$ cat src/rtl/ram_cmd_pkg.sv
// Shared types and constants for the RAM command initiator.
package ram_cmd_pkg;
  localparam int CMD_W = 2;

  typedef enum logic [1:0] {
    CMD_WR_ADDR = 2'b00,
    CMD_WR_DATA = 2'b01,
    CMD_RD_ADDR = 2'b10,
    CMD_RD_DATA = 2'b11
  } cmd_t;

  typedef enum logic [2:0] {
    IDLE,
    SEND_ADDR,
    GAP,
    SEND_DATA,
    WAIT_RSP,
    RESP
  } state_t;

  function automatic int max_int(input int a, input int b);
    return (a > b) ? a : b;
  endfunction
endpackage

$ cat src/rtl/ram_cmd_timer.sv
// Loadable down-counter shared by the inter-word gap and the read-response timeout.
module ram_cmd_timer #(
  parameter int W = 5
) (
  input  logic         clk,
  input  logic         rst,
  input  logic         load,
  input  logic [W-1:0] load_val,
  input  logic         dec,
  output logic         done
);
  logic [W-1:0] cnt;

  always_ff @(posedge clk) begin
    if (rst)                   cnt <= '0;
    else if (load)             cnt <= load_val;
    else if (dec && cnt != '0) cnt <= cnt - 1'b1;
  end

  // done marks the last cycle of the loaded window
  assign done = (cnt <= W'(1));
endmodule

$ cat src/rtl/ram_cmd_initiator.sv
// Turns single read/write requests into the 2-word RAM command sequence and returns one response.
// Optional address cache enabled by defining RAM_CMD_ADDR_CACHE_EN.
module ram_cmd_initiator
  import ram_cmd_pkg::*;
#(
  parameter int MEM_WIDTH  = 8,
  parameter int ADDR_SIZE  = 8,
  parameter int GAP_CYCLES = 1,
  parameter int TIMEOUT    = 16
) (
  input  logic                   clk,
  input  logic                   rst,
  input  logic                   req_valid,
  output logic                   req_ready,
  input  logic                   req_wr,
  input  logic [ADDR_SIZE-1:0]   req_addr,
  input  logic [MEM_WIDTH-1:0]   req_wdata,
  output logic                   rsp_valid,
  output logic [MEM_WIDTH-1:0]   rsp_rdata,
  output logic                   rsp_err,
  output logic [ADDR_SIZE+1:0]   rx_data,
  output logic                   rx_valid,
  input  logic [MEM_WIDTH-1:0]   tx_data,
  input  logic                   tx_valid,
  output logic                   busy
);
  localparam int TMAX = max_int(GAP_CYCLES, TIMEOUT);
  localparam int TW   = $clog2(TMAX + 1);

  if (MEM_WIDTH != ADDR_SIZE) begin : g_bad_width
    $error("ram_cmd_initiator: MEM_WIDTH must equal ADDR_SIZE");
  end
  if (GAP_CYCLES < 0 || GAP_CYCLES > 15) begin : g_bad_gap
    $error("ram_cmd_initiator: GAP_CYCLES out of range 0..15");
  end
  if (TIMEOUT < 1 || TIMEOUT > 255) begin : g_bad_timeout
    $error("ram_cmd_initiator: TIMEOUT out of range 1..255");
  end

  state_t                 state, nxt;
  logic                   cap_wr;
  logic [ADDR_SIZE-1:0]   cap_addr;
  logic [MEM_WIDTH-1:0]   cap_wdata;
  logic                   cur_wr;
  logic [ADDR_SIZE-1:0]   cur_addr;
  logic [MEM_WIDTH-1:0]   cur_wdata;
  logic [CMD_W-1:0]       addr_cmd, data_cmd;
  logic                   hit;
  logic                   tmr_load, tmr_dec, tmr_done;
  logic [TW-1:0]          tmr_val;

  // Outputs are computed on the handshake edge, before the capture registers are loaded.
  assign cur_wr    = (state == IDLE) ? req_wr    : cap_wr;
  assign cur_addr  = (state == IDLE) ? req_addr  : cap_addr;
  assign cur_wdata = (state == IDLE) ? req_wdata : cap_wdata;
  assign addr_cmd  = cur_wr ? CMD_WR_ADDR : CMD_RD_ADDR;
  assign data_cmd  = cur_wr ? CMD_WR_DATA : CMD_RD_DATA;

`ifdef RAM_CMD_ADDR_CACHE_EN
  logic                 last_wr_vld, last_rd_vld;
  logic [ADDR_SIZE-1:0] last_wr_addr, last_rd_addr;

  always_ff @(posedge clk) begin
    if (rst) begin
      last_wr_vld  <= 1'b0;
      last_rd_vld  <= 1'b0;
      last_wr_addr <= '0;
      last_rd_addr <= '0;
    end else if (nxt == SEND_ADDR) begin
      if (cur_wr) begin
        last_wr_vld  <= 1'b1;
        last_wr_addr <= cur_addr;
      end else begin
        last_rd_vld  <= 1'b1;
        last_rd_addr <= cur_addr;
      end
    end
  end

  assign hit = req_wr ? (last_wr_vld && last_wr_addr == req_addr)
                      : (last_rd_vld && last_rd_addr == req_addr);
`else
  assign hit = 1'b0;
`endif

  ram_cmd_timer #(.W(TW)) u_timer (
    .clk      (clk),
    .rst      (rst),
    .load     (tmr_load),
    .load_val (tmr_val),
    .dec      (tmr_dec),
    .done     (tmr_done)
  );

  always_ff @(posedge clk) begin
    if (rst) state <= IDLE;
    else     state <= nxt;
  end

  always_comb begin
    nxt      = state;
    tmr_load = 1'b0;
    tmr_val  = '0;
    tmr_dec  = 1'b0;
    case (state)
      IDLE:      if (req_valid) nxt = hit ? SEND_DATA : SEND_ADDR;
      SEND_ADDR: begin
        if (GAP_CYCLES > 0) begin
          nxt      = GAP;
          tmr_load = 1'b1;
          tmr_val  = TW'(GAP_CYCLES);
        end else begin
          nxt = SEND_DATA;
        end
      end
      GAP: begin
        tmr_dec = 1'b1;
        if (tmr_done) nxt = SEND_DATA;
      end
      SEND_DATA: begin
        if (cap_wr) begin
          nxt = RESP;
        end else begin
          nxt      = WAIT_RSP;
          tmr_load = 1'b1;
          tmr_val  = TW'(TIMEOUT);
        end
      end
      WAIT_RSP: begin
        tmr_dec = 1'b1;
        if (tx_valid || tmr_done) nxt = RESP;
      end
      RESP:    nxt = IDLE;
      default: nxt = IDLE;
    endcase
  end

  always_ff @(posedge clk) begin
    if (rst) begin
      cap_wr    <= 1'b0;
      cap_addr  <= '0;
      cap_wdata <= '0;
    end else if (state == IDLE && req_valid) begin
      cap_wr    <= req_wr;
      cap_addr  <= req_addr;
      cap_wdata <= req_wdata;
    end
  end

  // Registered outputs follow the state being entered.
  always_ff @(posedge clk) begin
    if (rst) begin
      req_ready <= 1'b1;
      busy      <= 1'b0;
      rx_valid  <= 1'b0;
      rx_data   <= '0;
      rsp_valid <= 1'b0;
      rsp_rdata <= '0;
      rsp_err   <= 1'b0;
    end else begin
      req_ready <= (nxt == IDLE);
      busy      <= (nxt != IDLE);
      rx_valid  <= (nxt == SEND_ADDR) || (nxt == SEND_DATA);
      rsp_valid <= (nxt == RESP);
      if (nxt == SEND_ADDR)      rx_data <= {addr_cmd, cur_addr};
      else if (nxt == SEND_DATA) rx_data <= {data_cmd, cur_wr ? cur_wdata : '0};
      if (nxt == RESP) begin
        rsp_rdata <= (state == WAIT_RSP && tx_valid) ? tx_data : '0;
        rsp_err   <= (state == WAIT_RSP) && !tx_valid;
      end
    end
  end
endmodule
$ cat config.mk
export PLATFORM = sky130hd
export DESIGN_NAME = ram_cmd_initiator
export DESIGN_NICKNAME = d
export VERILOG_FILES = /design/src/rtl/ram_cmd_pkg.sv /design/src/rtl/ram_cmd_timer.sv /design/src/rtl/ram_cmd_initiator.sv
export SDC_FILE = /design/constraint.sdc
export NUM_CORES = 1
export LEC_CHECK = 0
export CORE_MARGIN = 8
export CORE_UTILIZATION = 50
export CTS_CLUSTER_SIZE = 30
export DETAILED_ROUTE_END_ITERATION = 8
export GPL_ROUTABILITY_DRIVEN = 0
export GPL_TIMING_DRIVEN = 0
export PLACE_DENSITY_LB_ADDON = 0.25
export SETUP_SLACK_MARGIN = 0.05
export SYNTH_ARGS = -nofsm -noshare
export SYNTH_HDL_FRONTEND = slang
export SYNTH_SLANG_ARGS = --single-unit
$ cat constraint.sdc
create_clock -name clk -period 4.6 [get_ports clk]
set_input_delay 0.92 -clock clk [delete_from_list [all_inputs] [get_ports clk]]
set_output_delay 0.92 -clock clk [all_outputs]
set_load 0.01 [all_outputs]
Word-level counts from Yosys, hierarchy flattened
Cells that the tools add are included.
{"block": "word_totals", "regBits": 48, "inputBits": 29, "output_inout_bits": 23}
{"block": "op_classes", "add_sub_neg": 1, "order_cmp": 1, "n_eq_ne": 7, "mux": 21, "reduce_logical": 14}
{"operator": "$mux W8", "n": 4}
{"operator": "$mux W10", "n": 2}
{"operator": "$mux W5", "n": 3}
{"operator": "$pmux W3 S5", "n": 1}
{"operator": "$pmux W5 S2", "n": 1}
{"operator": "$eq A3 B2 Y1 const B", "n": 3}
{"operator": "$mux W3", "n": 3}
{"operator": "$eq A3 B1 Y1 const B", "n": 2}
{"operator": "$eq A3 B3 Y1 const B", "n": 2}
{"operator": "$logic_not A3 Y1", "n": 2}
{"operator": "$le A5 B1 Y1 const B", "n": 1}
{"operator": "$reduce_bool A5 Y1", "n": 1}
{"operator": "$sub A5 B1 Y5 const B", "n": 1}
{"operator": "$logic_and A1 B1 Y1", "n": 4}
{"operator": "$mux W1", "n": 4}
{"operator": "$mux W2", "n": 2}
{"operator": "$reduce_bool A2 Y1", "n": 2}
{"operator": "$reduce_bool A3 Y1", "n": 1}
{"operator": "$logic_or A1 B1 Y1", "n": 2}
{"operator": "$pmux W1 S2", "n": 1}
{"operator": "$reduce_or A2 Y1", "n": 1}
{"operator": "$logic_not A1 Y1", "n": 1}

Logic depth before layout (Yosys ltp)
Gate-level depths: netlist (run 1).
{"block": "logic_depth", "word_depth": 7, "depth_mapped": 6, "depth_no_buf": 6}

Hierarchy
From an unflattened synthesis (run 1), not the netlist that was laid out.
{"block": "unflattened", "cells_unflattened": 218, "hier_area_um2": 1919.3}
{"mod": "ram_cmd_initiator", "n_inst": 1, "cells_each": 177, "area_per_inst_um2": 1594.0}
{"mod": "ram_cmd_timer", "n_inst": 1, "cells_each": 41, "area_per_inst_um2": 325.3}

Worst setup path before layout (run 1)
No wires, ideal clock.
{"block": "synth_timing", "path_type": "input to register", "startpoint": "input req_wr", "endpoint": "register rx_data[0]", "setup_ns": 0.086, "arrival_ns": 1.866, "t_required_ns": 4.514, "path_slack_ns": 2.648, "cell_stages": 4, "n_path_buf": 0, "path_cell_list": "or4b_1 > nor2_2 > a221oi_1 > a211oi_1"}
{"block": "synth_between", "elab_chain_cells": 4}
{"item": "start: declaration", "line": "ram_cmd_initiator.sv:15", "text": "input logic req_wr,"}
{"item": "$mux W1", "line": "ram_cmd_initiator.sv:53", "text": "assign cur_wr = (state == IDLE) ? req_wr : cap_wr;"}
{"item": "$mux W8", "line": "ram_cmd_initiator.sv:166", "text": "else if (nxt == SEND_DATA) rx_data <= {data_cmd, cur_wr ? cur_wdata : '0};"}
{"item": "$mux W10", "line": "ram_cmd_initiator.sv:166"}
{"item": "$mux W10", "line": "ram_cmd_initiator.sv:165", "text": "if (nxt == SEND_ADDR) rx_data <= {addr_cmd, cur_addr};"}
{"item": "end signal: assignment", "line": "ram_cmd_initiator.sv:165"}
{"item": "end signal: assignment", "line": "ram_cmd_initiator.sv:166"}
{"item": "end: declaration", "line": "ram_cmd_initiator.sv:21", "text": "output logic [ADDR_SIZE+1:0] rx_data,"}
No other way between the ends. The select of a mux whose other input is x is not followed.
A chain may end at the register's enable or synchronous reset.

Worst setup path after layout (run 1)
{"block": "layout_timing", "startpoint": "input req_wr", "endpoint": "register rx_data[2]"}
The elaborated chain is that of the path after synthesis.

==> flow_metrics.py, run 1 <==
metrics = {
    "finish": {
        "diodes": 0,
        "fin_nets": 299,
        "syn_to_final_growth_pct": 38.36,
        "layout-drive-gt1-share_pct": 10.45,
    },
    "cts": {
        "clock-sinks": 40,
        "clkLatencyLatePin_ps": 300,
        "cts_max_level": 2,
        "clockBufferDepth": 2,
        "cts.clk_slew.worst_paths_ps": 80,
        "cts_resized": 0,
        "cts_root_buf": "clkbuf_8",
        "cts_buffers": 5,
        "post_cts_buffers": 0,
        "hold_buffers": 0,
        "cts_tree": "done",
    },
    "timing": {
        "finalSetupTns_ps": 0,
        "worst_pin_slew_ps": 598.2,
        "min_period_over_period_pct": 53.37,
        "hold_viol": 0,
        "setup_viol": 0,
        "grt_setup_unrepaired": "false",
        "hold_ws_ps": 453.5,
        "final_max_slew_viol_count": 0,
        "maxSlewHeadroom_pct": 59.81,
        "period_needed_ps": 2455,
        "finClkSkew_ps": 6.845,
        "fmax_mhz": 407.3,
    },
    "synth": {
        "synth_fp_nets": 242,
        "postSynth.asyncResetShare_pct": 0,
        "synth.most_common_cell": "dfxtp_1",
        "synth_top_area_share_pct": 42.70,
        "netlist_area_um2": 1876,
        "syn_avg_cell_area_um2": 8.931,
        "synthTopCellsByArea": "dfxtp_1 (43%), a21oi_1 (6.1%), nand2_1 (5.2%)",
        "synth_common_cells": "dfxtp_1 (40), nand2_1 (26), a21oi_1 (23), nor2_1 (13), a211oi_1 (10)",
        "synth_cell_types": 46,
        "ys_seq_elements": 40,
        "yosys_warnings": 0,
        "synth-main-ff-cell": "dfxtp_1",
        "synth_edf_count": 0,
        "synth_area_leader_cell": "dfxtp_1",
        "syn_inst": 210,
        "ys_seq_area_share_pct": 42.70,
    },
    "critical_path": {
        "cp.arrival_ps": 2670,
        "start_kind": "input port",
        "crit_path_end_kind": "flip-flop",
        "slowest_stage": "clkdlybuf4s50_1",
        "cp_max_fo": 6,
        "path_class": "in2reg",
        "cpPeakStageDelay_ps": 550,
        "worst_ep_required_time_ps": 4820,
        "cp_cell_sequence": "clkdlybuf4s50_1 > or4b_1 > nor2_2 > a221oi_1 > a211oi_1",
    },
    "route": {
        "viasPerCell": 5.522,
        "drtAntennaViolNets": 0,
        "via_count": 1745,
        "drc_errors": 0,
        "wl_per_cell_um": 15.26,
        "drtIter0Drc": 144,
        "first_pass_iters": 4,
        "wirelength_um": 4822,
    },
    "power": {
        "ir_worst_vdd_v": 0.0003261,
        "leakage_nw": 0.9822,
        "pwr_density_cell_nw_per_um2": 541.2,
    },
    "grt": {
        "grt_max_degree": 14,
        "grt_overflow": 0,
        "antenna_found_initial": 0,
        "grt_pass1_vias": 1690,
        "grt_pass1_wl_um": 7859,
        "grtUsageTotal_pct": 15.96,
    },
    "die": {
        "core_um2": 3633,
        "start_util_pct": 51.62,
        "die_area_um2": 5967,
        "rows": 22,
        "dieWidth_um": 77.25,
        "die_h_um": 77.25,
        "pin_count": 52,
    },
    "placed_design": {
        "numPortBuffers": 50,
        "dp_hpwl_um": 3514,
    },
    "outcome": {
        "status": "complete, no violations",
    },
    "min_path": {
        "hold_path.class": "reg2reg",
    },
    "job": {
        "cap_violations": 0,
    },
}
## layout by cell type, fill, tap and decap left out, drive strengths merged, types with 8 or more instances in the layout
cell type | Yosys | final
a22o | 8 | 8
a211oi | 12 | 12
clkdlybuf4s50 | 0 | 50
dfxtp | 40 | 40
inv | 9 | 9
and3 | 8 | 8
a21oi | 23 | 23
nor2 | 15 | 15
clkbuf | 8 | 13
nand2 | 26 | 26
## path summary, 6_finish.rpt
kind	from	end	slack, ps	cells past startpoint
min	cap_wdata[2]	cap_wdata[2]	450	2
max reg2reg	state[1]	rx_data[2]	2700	5
max	req_wr	rx_data[2]	2140	5
min reg2reg	cap_wdata[2]	cap_wdata[2]	450	2
## critical path, delay by kind of cell
kind | cells | cell delay [ps]
and+or+nand+nor | 2 | 760
buffers and inverters | 1 | 550
AOI/OAI and AO/OA | 2 | 440
## routing by layer
layer	GRT usage (%)	wire [um]	up-vias
met5	0	0	-
met4	6.226	71	0
met3	6.061	367	9
met2	25.02	2247	53
met1	19.13	2135	810
li1	-	-	873
## power by group
group	internal, mW	switching [mW]	leakage (nW)
logic	0.249	0.300	0.576
registers	0.413	0.0428	0.327
clock network	0.271	0.128	0.0784
total	0.933	0.471	0.982
## cells by family (layout without fill, tap and decap cells)
kind of cell	Yosys count	after routing	share of synthesized area [%]
compound gates	67	67	27.69
xor+xnor	5	5	2.335
fa+ha+maj	3	3	2.002
buf+inv	23	81	5.070
flops	40	40	42.70
mux	1	1	0.5337
simple gates	71	71	19.68
## final cells by class
type                       count  area [um2]
buffer                        14       61.31
sequential                    40       800.8
clock inverter                 3       90.09
clock buffer                   5       68.82
tap                           48       60.06
inverter                       9       33.78
timing repair buffer          50       500.5
multi-input combinational    147       979.7
fill                         313        1039
## stage by stage
stage / total power [mW] / cells / instance area (um2) / setup WS (ps) / utilization [%]
2_1_floorplan: 0.8268 / 210 / 1876 / 2648 / -
3_3_place_gp: 0.9980 / 308 / 2436 / 1867 / 67.05
3_5_place_dp: 1.006 / 308 / 2436 / 1860 / 67.05
4_1_cts: 1.406 / 316 / 2595 / 2173 / 71.42
5_1_grt: 1.482 / 316 / 2595 / 2127 / 71.42
6_report: 1.404 / 316 / 2595 / 2145 / 71.42
## sequential cells by signal, indices dropped and copies added (netlist names)
register     cells
u_timer.cnt      5
rsp_err          1
cap_wdata        8
req_ready        1
state            3
rsp_rdata        8
rsp_valid        1
busy             1
rx_data         10
rx_valid         1
cap_wr           1
Note: power is estimated with default switching activity, not from simulation.
==> run 2, diff against run 1 <==
--- a/config.mk
+++ b/config.mk
@@ -6,7 +6,7 @@
 export NUM_CORES = 1
 export LEC_CHECK = 0
 export CORE_MARGIN = 8
-export CORE_UTILIZATION = 50
+export CORE_UTILIZATION = 42
 export CTS_CLUSTER_SIZE = 30
 export DETAILED_ROUTE_END_ITERATION = 8
 export GPL_ROUTABILITY_DRIVEN = 0
==> constraint.sdc (replaced) <==
create_clock -name clk -period 2.1 [get_ports clk]
set_input_delay 0.42 -clock clk [delete_from_list [all_inputs] [get_ports clk]]
set_output_delay 0.42 -clock clk [all_outputs]
set_load 0.01 [all_outputs]
==> flow_metrics.py, run 2 (synthesis gave the netlist of run 1 again) <==
metrics = {
    "outcome": {
        "status": "complete, no violations",
    },
    "finish": {
        "largestRegisters": "rx_data (10), cap_wdata (8), rsp_rdata (8)",
        "syn_to_final_growth_pct": 35.49,
        "mostFrequentLayoutCell": "clkdlybuf4s50_1",
        "fin_nets": 299,
        "largest_register": "rx_data",
        "diodes": 0,
        "fillCellCount": 417,
        "layout-drive-gt1-share_pct": 10.45,
        "stdcell_area_um2": 2541,
        "stdcell_count": 320,
        "largest_reg_flops": 10,
        "final_cell_mix": "clkdlybuf4s50_1 (50), dfxtp_1 (40), nand2_1 (26), a21oi_1 (23), nor2_1 (13)",
    },
    "timing": {
        "final_max_slew_viol_count": 0,
        "hold_viol": 0,
        "fmax_mhz": 528.2,
        "finalSetupTns_ps": 0,
        "maxSlewHeadroom_pct": 60.84,
        "min_period_over_period_pct": 90.15,
        "hold_ws_ps": 456.2,
        "finClkSkew_ps": 5.606,
        "grt_setup_unrepaired": "false",
        "worst_pin_slew_ps": 582.9,
        "period_needed_ps": 1893,
        "setup_viol": 0,
    },
    "critical_path": {
        "crit_path_end_kind": "flip-flop",
        "crit_cells": 5,
        "cp_top_family": "simple AND/OR/NAND/NOR gates",
        "cp_cell_sequence": "clkdlybuf4s50_1 > or4b_1 > nor2_4 > a221oi_1 > a211oi_1",
        "worst_ep_required_time_ps": 2320,
        "reg2reg_to": "rx_data[2]",
        "startpoint": "req_wr",
        "r2r-start": "state[0]",
        "ff2ff_setup_slack_ps": 230,
        "cpPeakStageDelay_ps": 560,
        "cp.arrival_ps": 2110,
        "r2r_cells": 5,
        "cp_max_fo": 6,
        "slowest_stage": "clkdlybuf4s50_1",
        "start_kind": "input port",
        "path_buf_inv": 1,
        "crit_end": "rx_data[1]",
        "path_class": "in2reg",
    },
    "cts": {
        "cts.clk_slew.worst_paths_ps": 80,
        "clock-sinks": 40,
        "hold_buffers": 0,
        "cts_buffers": 5,
        "cts_tree": "done",
        "clkLatencyLatePin_ps": 300,
        "cts_root_buf": "clkbuf_8",
        "clockBufferDepth": 2,
        "cts_max_level": 2,
        "post_cts_buffers": 0,
    },
    "die": {
        "start_util_pct": 43.37,
        "rows": 24,
        "core_um2": 4324,
        "pin_count": 52,
        "die_h_um": 82.83,
        "dieWidth_um": 82.83,
        "die_area_um2": 6860,
    },
    "power": {
        "pwr_density_cell_nw_per_um2": 1066,
        "leakage_nw": 0.9538,
        "ir_worst_vdd_v": 0.0005590,
        "total_power_mw": 2.708,
    },
    "grt": {
        "grt_overflow": 0,
        "grt_pass1_wl_um": 7879,
        "grt_pass1_vias": 1679,
        "grt_max_degree": 14,
        "grtUsageTotal_pct": 13.56,
        "antenna_found_initial": 0,
    },
    "placed_design": {
        "numPortBuffers": 50,
        "dp_hpwl_um": 3548,
        "place_area_um2": 2441,
        "dpl.cell_count": 312,
    },
    "route": {
        "drtIter0Drc": 120,
        "viasPerCell": 5.441,
        "wl_per_cell_um": 14.70,
        "drtAntennaViolNets": 0,
        "drc_errors": 0,
        "wirelength_um": 4705,
        "via_count": 1741,
        "first_pass_iters": 4,
    },
    "min_path": {
        "hold_path.class": "reg2reg",
    },
    "job": {
        "cap_violations": 0,
    },
}
run 2: worst min-delay path by stage:
stage,startpoint,to,slack [ps],depth (start not counted)
global route,cap_wdata[0],cap_wdata[0],480,2
CTS,cap_wdata[1],cap_wdata[1],460,2
finish,cap_wdata[1],cap_wdata[1],460,2
global placement,cap_wdata[6],cap_wdata[6],440,2
detailed placement,cap_wdata[0],cap_wdata[0],440,2
floorplan,cap_wdata[3],cap_wdata[3],430,2
run 2: per-stage QoR:
step	worst slack, ps	utilization, %
after floorplan	484.0	-
after global placement	-152.4	56.45
after detailed placement	-149.5	56.45
after CTS	166.1	58.48
after global routing	108.4	58.77
final	206.8	58.77
run 2: per-layer routing:
layer / vias up / part of all wire (%) / track usage, %
met3: 7 / 8.8 / 5.273
li1: 872 / - / -
met5: - / 0 / 0
met2: 55 / 45 / 20.72
met1: 807 / 44 / 16.38
met4: 0 / 1.5 / 5.911
run 2: tightest hold or removal path, cell delays in order, from the launching register on:
cell and delay [ps]:
dfxtp_1 310, nand2_1 50, a21oi_1 50
run 2: layout make-up:
class                   count  area, um2  share of cell area, %
inverters                   9      33.78                  1.329
flip-flops and latches     40      800.8                  31.51
multi-input cells         147      992.2                  39.04
well taps                  52      65.06                  2.560
plain buffers              14      61.31                  2.413
clock inverters             3      18.77                 0.7386
clock buffers               5      68.82                  2.708
repair buffers             50      500.5                  19.69
run 2: what timing repair did:
action	4_1_cts	5_1_grt
setup endpoints to repair	0	9
resized for setup	0	2
hold endpoints to repair	0	0
run 2: power breakdown:
group / switching [mW] / total (mW) / internal, mW
Sequential: 0.0993 / 1.00 / 0.905
Combinational: 0.649 / 1.19 / 0.546
Clock: 0.278 / 0.510 / 0.231
